===== src/rtl/handshake_rx_arb.sv =====
// -----------------------------------------------------------------------------
// handshake_rx_arb
// Receive side of several toggle-based clock-domain-crossing handshakes.
// Each remote request toggle is synchronized into clk. Pending channels are
// served round-robin into one valid/ready output register. Each captured
// channel gets its acknowledge toggle flipped so its sender may move on.
//
// Ports:
//   clk        sole clock
//   rst_n      asynchronous active-low reset
//   req_tgl    per-channel request toggles (asynchronous to clk)
//   req_data   per-channel data words, channel c at [c*WIDTH +: WIDTH]
//   ack_tgl    per-channel acknowledge toggles (registered)
//   pending    per-channel request-outstanding flags
//   out_valid  output word valid
//   out_ready  consumer accepts the output word
//   out_data   captured word
//   out_chan   channel index that supplied out_data
// -----------------------------------------------------------------------------
module handshake_rx_arb #(
   parameter  int CHANNELS    = 4,
   parameter  int WIDTH       = 8,
   parameter  int SYNC_STAGES = 2,
   localparam int CW          = (CHANNELS > 1) ? $clog2(CHANNELS) : 1
) (
   input  logic                      clk,
   input  logic                      rst_n,
   input  logic [CHANNELS-1:0]       req_tgl,
   input  logic [CHANNELS*WIDTH-1:0] req_data,
   output logic [CHANNELS-1:0]       ack_tgl,
   output logic [CHANNELS-1:0]       pending,
   output logic                      out_valid,
   input  logic                      out_ready,
   output logic [WIDTH-1:0]          out_data,
   output logic [CW-1:0]             out_chan
);

   logic [CHANNELS-1:0] r_sync [SYNC_STAGES];
   logic [CHANNELS-1:0] r_ack;
   logic [CW-1:0]       r_last;
   logic                r_valid;
   logic [WIDTH-1:0]    r_data;
   logic [CW-1:0]       r_chan;

   logic [CHANNELS-1:0] w_req_s;
   logic [CHANNELS-1:0] w_pending;
   logic                w_load;
   logic                w_hi_found;
   logic [CW-1:0]       w_hi_idx;
   logic [CW-1:0]       w_lo_idx;
   logic [CW-1:0]       w_grant;
   logic [CHANNELS-1:0] w_grant_oh;
   logic [WIDTH-1:0]    w_grant_data;

   // ---- synchronizer: only these flops see the raw request toggles --------
   always_ff @(posedge clk or negedge rst_n) begin
      if (!rst_n) begin
         for (int s = 0; s < SYNC_STAGES; s++) r_sync[s] <= '0;
      end else begin
         r_sync[0] <= req_tgl;
         for (int s = 1; s < SYNC_STAGES; s++) r_sync[s] <= r_sync[s-1];
      end
   end

   assign w_req_s   = r_sync[SYNC_STAGES-1];
   // Level compare: the ack flip on capture clears it, so no edge detector.
   assign w_pending = w_req_s ^ r_ack;
   assign w_load    = (|w_pending) && (!r_valid || out_ready);

   // ---- round-robin arbiter ------------------------------------------------
   // Lowest pending index above last_grant wins; otherwise the lowest pending
   // index at or below it (wrap-around). Descending loop: last write wins.
   always_comb begin
      w_hi_found = 1'b0;
      w_hi_idx   = '0;
      w_lo_idx   = '0;
      for (int c = CHANNELS-1; c >= 0; c--) begin
         if (w_pending[c]) begin
            if (c > int'(r_last)) begin
               w_hi_found = 1'b1;
               w_hi_idx   = CW'(c);
            end else begin
               w_lo_idx = CW'(c);
            end
         end
      end
      w_grant = w_hi_found ? w_hi_idx : w_lo_idx;
   end

   always_comb begin
      w_grant_oh   = '0;
      w_grant_data = '0;
      for (int c = 0; c < CHANNELS; c++) begin
         if (CW'(c) == w_grant) begin
            w_grant_oh[c] = 1'b1;
            w_grant_data  = req_data[c*WIDTH +: WIDTH];
         end
      end
   end

   // ---- output register, acknowledge toggles, grant pointer ---------------
   // A load also covers the drain of the previous word in the same cycle.
   always_ff @(posedge clk or negedge rst_n) begin
      if (!rst_n) begin
         r_valid <= 1'b0;
         r_data  <= '0;
         r_chan  <= '0;
         r_ack   <= '0;
         r_last  <= CW'(CHANNELS-1);
      end else if (w_load) begin
         r_valid <= 1'b1;
         r_data  <= w_grant_data;
         r_chan  <= w_grant;
         r_ack   <= r_ack ^ w_grant_oh;
         r_last  <= w_grant;
      end else if (r_valid && out_ready) begin
         r_valid <= 1'b0;
      end
   end

   assign ack_tgl   = r_ack;
   assign pending   = w_pending;
   assign out_valid = r_valid;
   assign out_data  = r_data;
   assign out_chan  = r_chan;

endmodule


===== config.mk =====
export PLATFORM = sky130hd
export DESIGN_NAME = handshake_rx_arb
export DESIGN_NICKNAME = d
export VERILOG_FILES = /design/src/rtl/handshake_rx_arb.sv
export SDC_FILE = /design/constraint.sdc
export NUM_CORES = 1
export LEC_CHECK = 0
export ABC_AREA = 1
export CAP_MARGIN = 15
export CORE_MARGIN = 2
export CORE_UTILIZATION = 40
export DETAILED_ROUTE_END_ITERATION = 6
export PLACE_DENSITY = 0.73
export SYNTH_ARGS = -nofsm -noshare
export SYNTH_HDL_FRONTEND = slang
export SYNTH_SLANG_ARGS = --single-unit

===== constraint.sdc =====
create_clock -name clk -period 1.7 [get_ports clk]
set_input_delay 0.51 -clock clk [delete_from_list [all_inputs] [get_ports clk]]
set_output_delay 0.51 -clock clk [all_outputs]
set_load 0.01 [all_outputs]

==> impl_results.md <==
- Final hold vios: 0
- CP Max Fanout: 5
- FMAX: 583.7 MHz
- Post-synth design cell area: 1615 um^2
- Clk pin slew, worst setup/hold paths: 0.10 ns
- Sw Share: 0.4956
- Clk root buf: clkbuf_8
- Core Box Area: 3943 um^2
- Yosys cell types: 25
- Setup_tns: -0.01312 ns
- Critical path endpoint category: flip-flop
- Critical path data required time: 1.88 ns
- Layout cell share with drive strength beyond 1: 0.3038
- Comb power frac: 0.738
- Global route overflow: 0
- CTS max path bufs: 2
- Placement row count: 23
- Critical path class: flip-flop to flip-flop
- Post-Synthesis Cells: 208
- VDD IR max: 967.4 uV
- Via/cell ratio: 4.980
- IO buf count: 57
- Wire per inst: 13.75 um
- Leading post-synthesis cells by cell area: dfrtp_1 (36%), nand2_1 (14%), nand3_1 (8.7%), inv_1 (6.0%), nand2_4 (5.6%)
- Status: finished with violations
- 1st-iter DRT viols: 138
- Worst Skew: 0.004603 ns
- P_sw: 2.583 mW
- TritonCTS clock tree: built
- Layout Nets: 333
- Top cell type's share of synthesized area: 0.3563
- Clk Latency, worst-skew pair: 0.27 ns
- Ys Warns: 0
- Placement Setup Slack: -0.006229 ns
- Final Cycle Share: 1.008
- Power density cells: 1989 nW/um^2
- Sequential share of power: 0.189
- Die X: 67.55 um
- Yosys reg bits: 25
- Sequential fraction of the synthesis area: 0.3888
- Post-route DRC: 0
- P_int: 2.629 mW
- Total CTS buffers: 3
- Filler instances: 312
- Syn_nets: 247
- Total routed wirelength: 4.717 mm
- Reg area: 628.1 um^2
- Max-cap violation count: 0
- Relative slew slack: 0.8011
- Die ar.: 4562 um^2
- Starting density of the core: 0.4097
- Sink Count: 25
- Final Max Tran Viols: 0
- Initial antenna violation count: 0
- DR pass1 iterations: 4
- Synth-to-layout area growth: 62.20%
- Gp weighted congestion: 0.7993
- Cell Count, Final, Fillers Out: 343
- Core Util, Final: 0.6646
- DP HPWL: 3.259 mm
- Arrival time of the worst setup path: 1.89 ns
- Startpoint Class: flip-flop
- Final setup fails: 1
- Antenna viol nets, final: 0
- Setup ws final: -0.01312 ns
- Die Y: 67.55 um
- Total power: 5.212 mW
- Clk pwr share: 0.073
- Multi-input combinational cell area: 928.4 um^2
- N_diodes: 0
- Leak: 1.355 nW
- Hold Path Class: flip-flop to flip-flop
- Most common cell after layout, fill and taps aside: nand2_1
- H-tree depth: 1
- Fin crit period: 1.713 ns
- Dpl cells: 326
- Largest net degree at the start of global routing: 26
- Vias: 1708
- Most frequent cells in the layout: nand2_1 (53), clkdlybuf4s50_1 (39), nand3_1 (28), inv_1 (23), dfrtp_1 (23)
- Worst Tran Pin Value: 0.2974 ns
- Global Route Usage Sum: 0.1911
- Failing checks: setup timing
- IO Pins: 58
- Vias in the first global route: 1483
- First-pass GRT wire length: 6.589 mm
- Mean area per synthesized cell: 7.766 um^2
- Area leader, netlist: dfrtp_1
- Unrepaired setup endpoints after global routing: true
[cell families after synthesis]
family / Yosys count / synth area share
buf+inv: 41 / 0.1154
simple gates: 124 / 0.4260
compound gates: 14 / 0.04802
xor+xnor: 4 / 0.02169
flops: 25 / 0.3888
[timing repair]
item / 4_1_cts / 5_1_grt
setup endpoints to repair: 13 / 23
pin swaps: 1 / 15
hold buffers: 0 / 0
setup buffers: 3 / 7
resized for setup: 21 / 47
gates cloned: 0 / 3
[Yosys cell counts]
cell	number
nand2_1	60
nand3_1	28
inv_1	26
dfrtp_1	23
inv_2	8
nand2_2	8
nand2_4	8
nand4_1	8
o21ai_1	8
xor2_1	4
nand3_2	3
nor2_1	3
nor2_4	3
o21ai_0	3
buf_4	2
buf_6	2
dfstp_2	2
inv_4	2
a21oi_1	1
a21oi_2	1
inv_6	1
nand2_8	1
nand3_4	1
nor2_8	1
o21ai_2	1
[final cells by class]
cell class,count,share of cell area
multi-input combinational,145,0.3543
timing repair buffer,82,0.3009
inverter,37,0.06256
clock buffer,3,0.01576
clock inverter,1,0.002865
tap,50,0.02388
sequential,25,0.2397
[worst max-delay path, stage by stage, from the launching register on]
cell and delay [ns]:
dfstp_2 0.58, nand2_2 0.08, inv_2 0.06, nand3_1 0.08, nand2_2 0.08, nand3_2 0.10, nand2_4 0.16, buf_6 0.13
nand4_1 0.11, nand2_1 0.09, inv_1 0.04, nand2_1 0.06, nand2_1 0.04
[metrics by stage]
step,cell area (um^2),hold slack (ns)
final,2620,0.3619
after CTS,2396,0.3642
after global placement,2323,0.3319
after floorplan,1615,0.2144
after detailed placement,2323,0.3401
after global routing,2620,0.3693
[metal layers]
layer  GRT usage  vias to the layer above  wire length (um)
met5           0                        -                 0
met4     0.04847                        0                45
met3     0.02167                        4               181
met2      0.3162                       46              2418
met1      0.2649                      828              2072
li1            -                      830                 -
[power by group through the flow]
stage | clock, mW | sequential (mW) | combinational, mW
2_1_floorplan | 0 | 1.06 | 2.01
3_3_place_gp | 0 | 0.997 | 3.06
3_5_place_dp | 0 | 1.00 | 3.11
4_1_cts | 0.390 | 0.974 | 3.16
5_1_grt | 0.415 | 1.01 | 4.14
6_report | 0.380 | 0.984 | 3.85
[state kept, by name (all words and copies together), names as in the netlist]
register   count
out_valid      1
out_data       8
w_req_s        4
out_chan       2
r_sync         4
r_last         2
ack_tgl        4
[worst paths after layout]
kind	from	to	slack [ns]	depth (start not counted)
worst max-delay path	r_last[1]	out_data[5]	-0.01	12
worst min-delay path	r_sync[7]	w_req_s[3]	0.36	0
min in group asynchronous	rst_n	r_sync[7]	0.47	1
max in group asynchronous	rst_n	r_last[0]	0.70	2
worst max register to register	r_last[1]	out_data[5]	-0.01	12
worst min register to register	r_sync[7]	w_req_s[3]	0.36	0
Note: power is estimated with default switching activity, not from simulation.
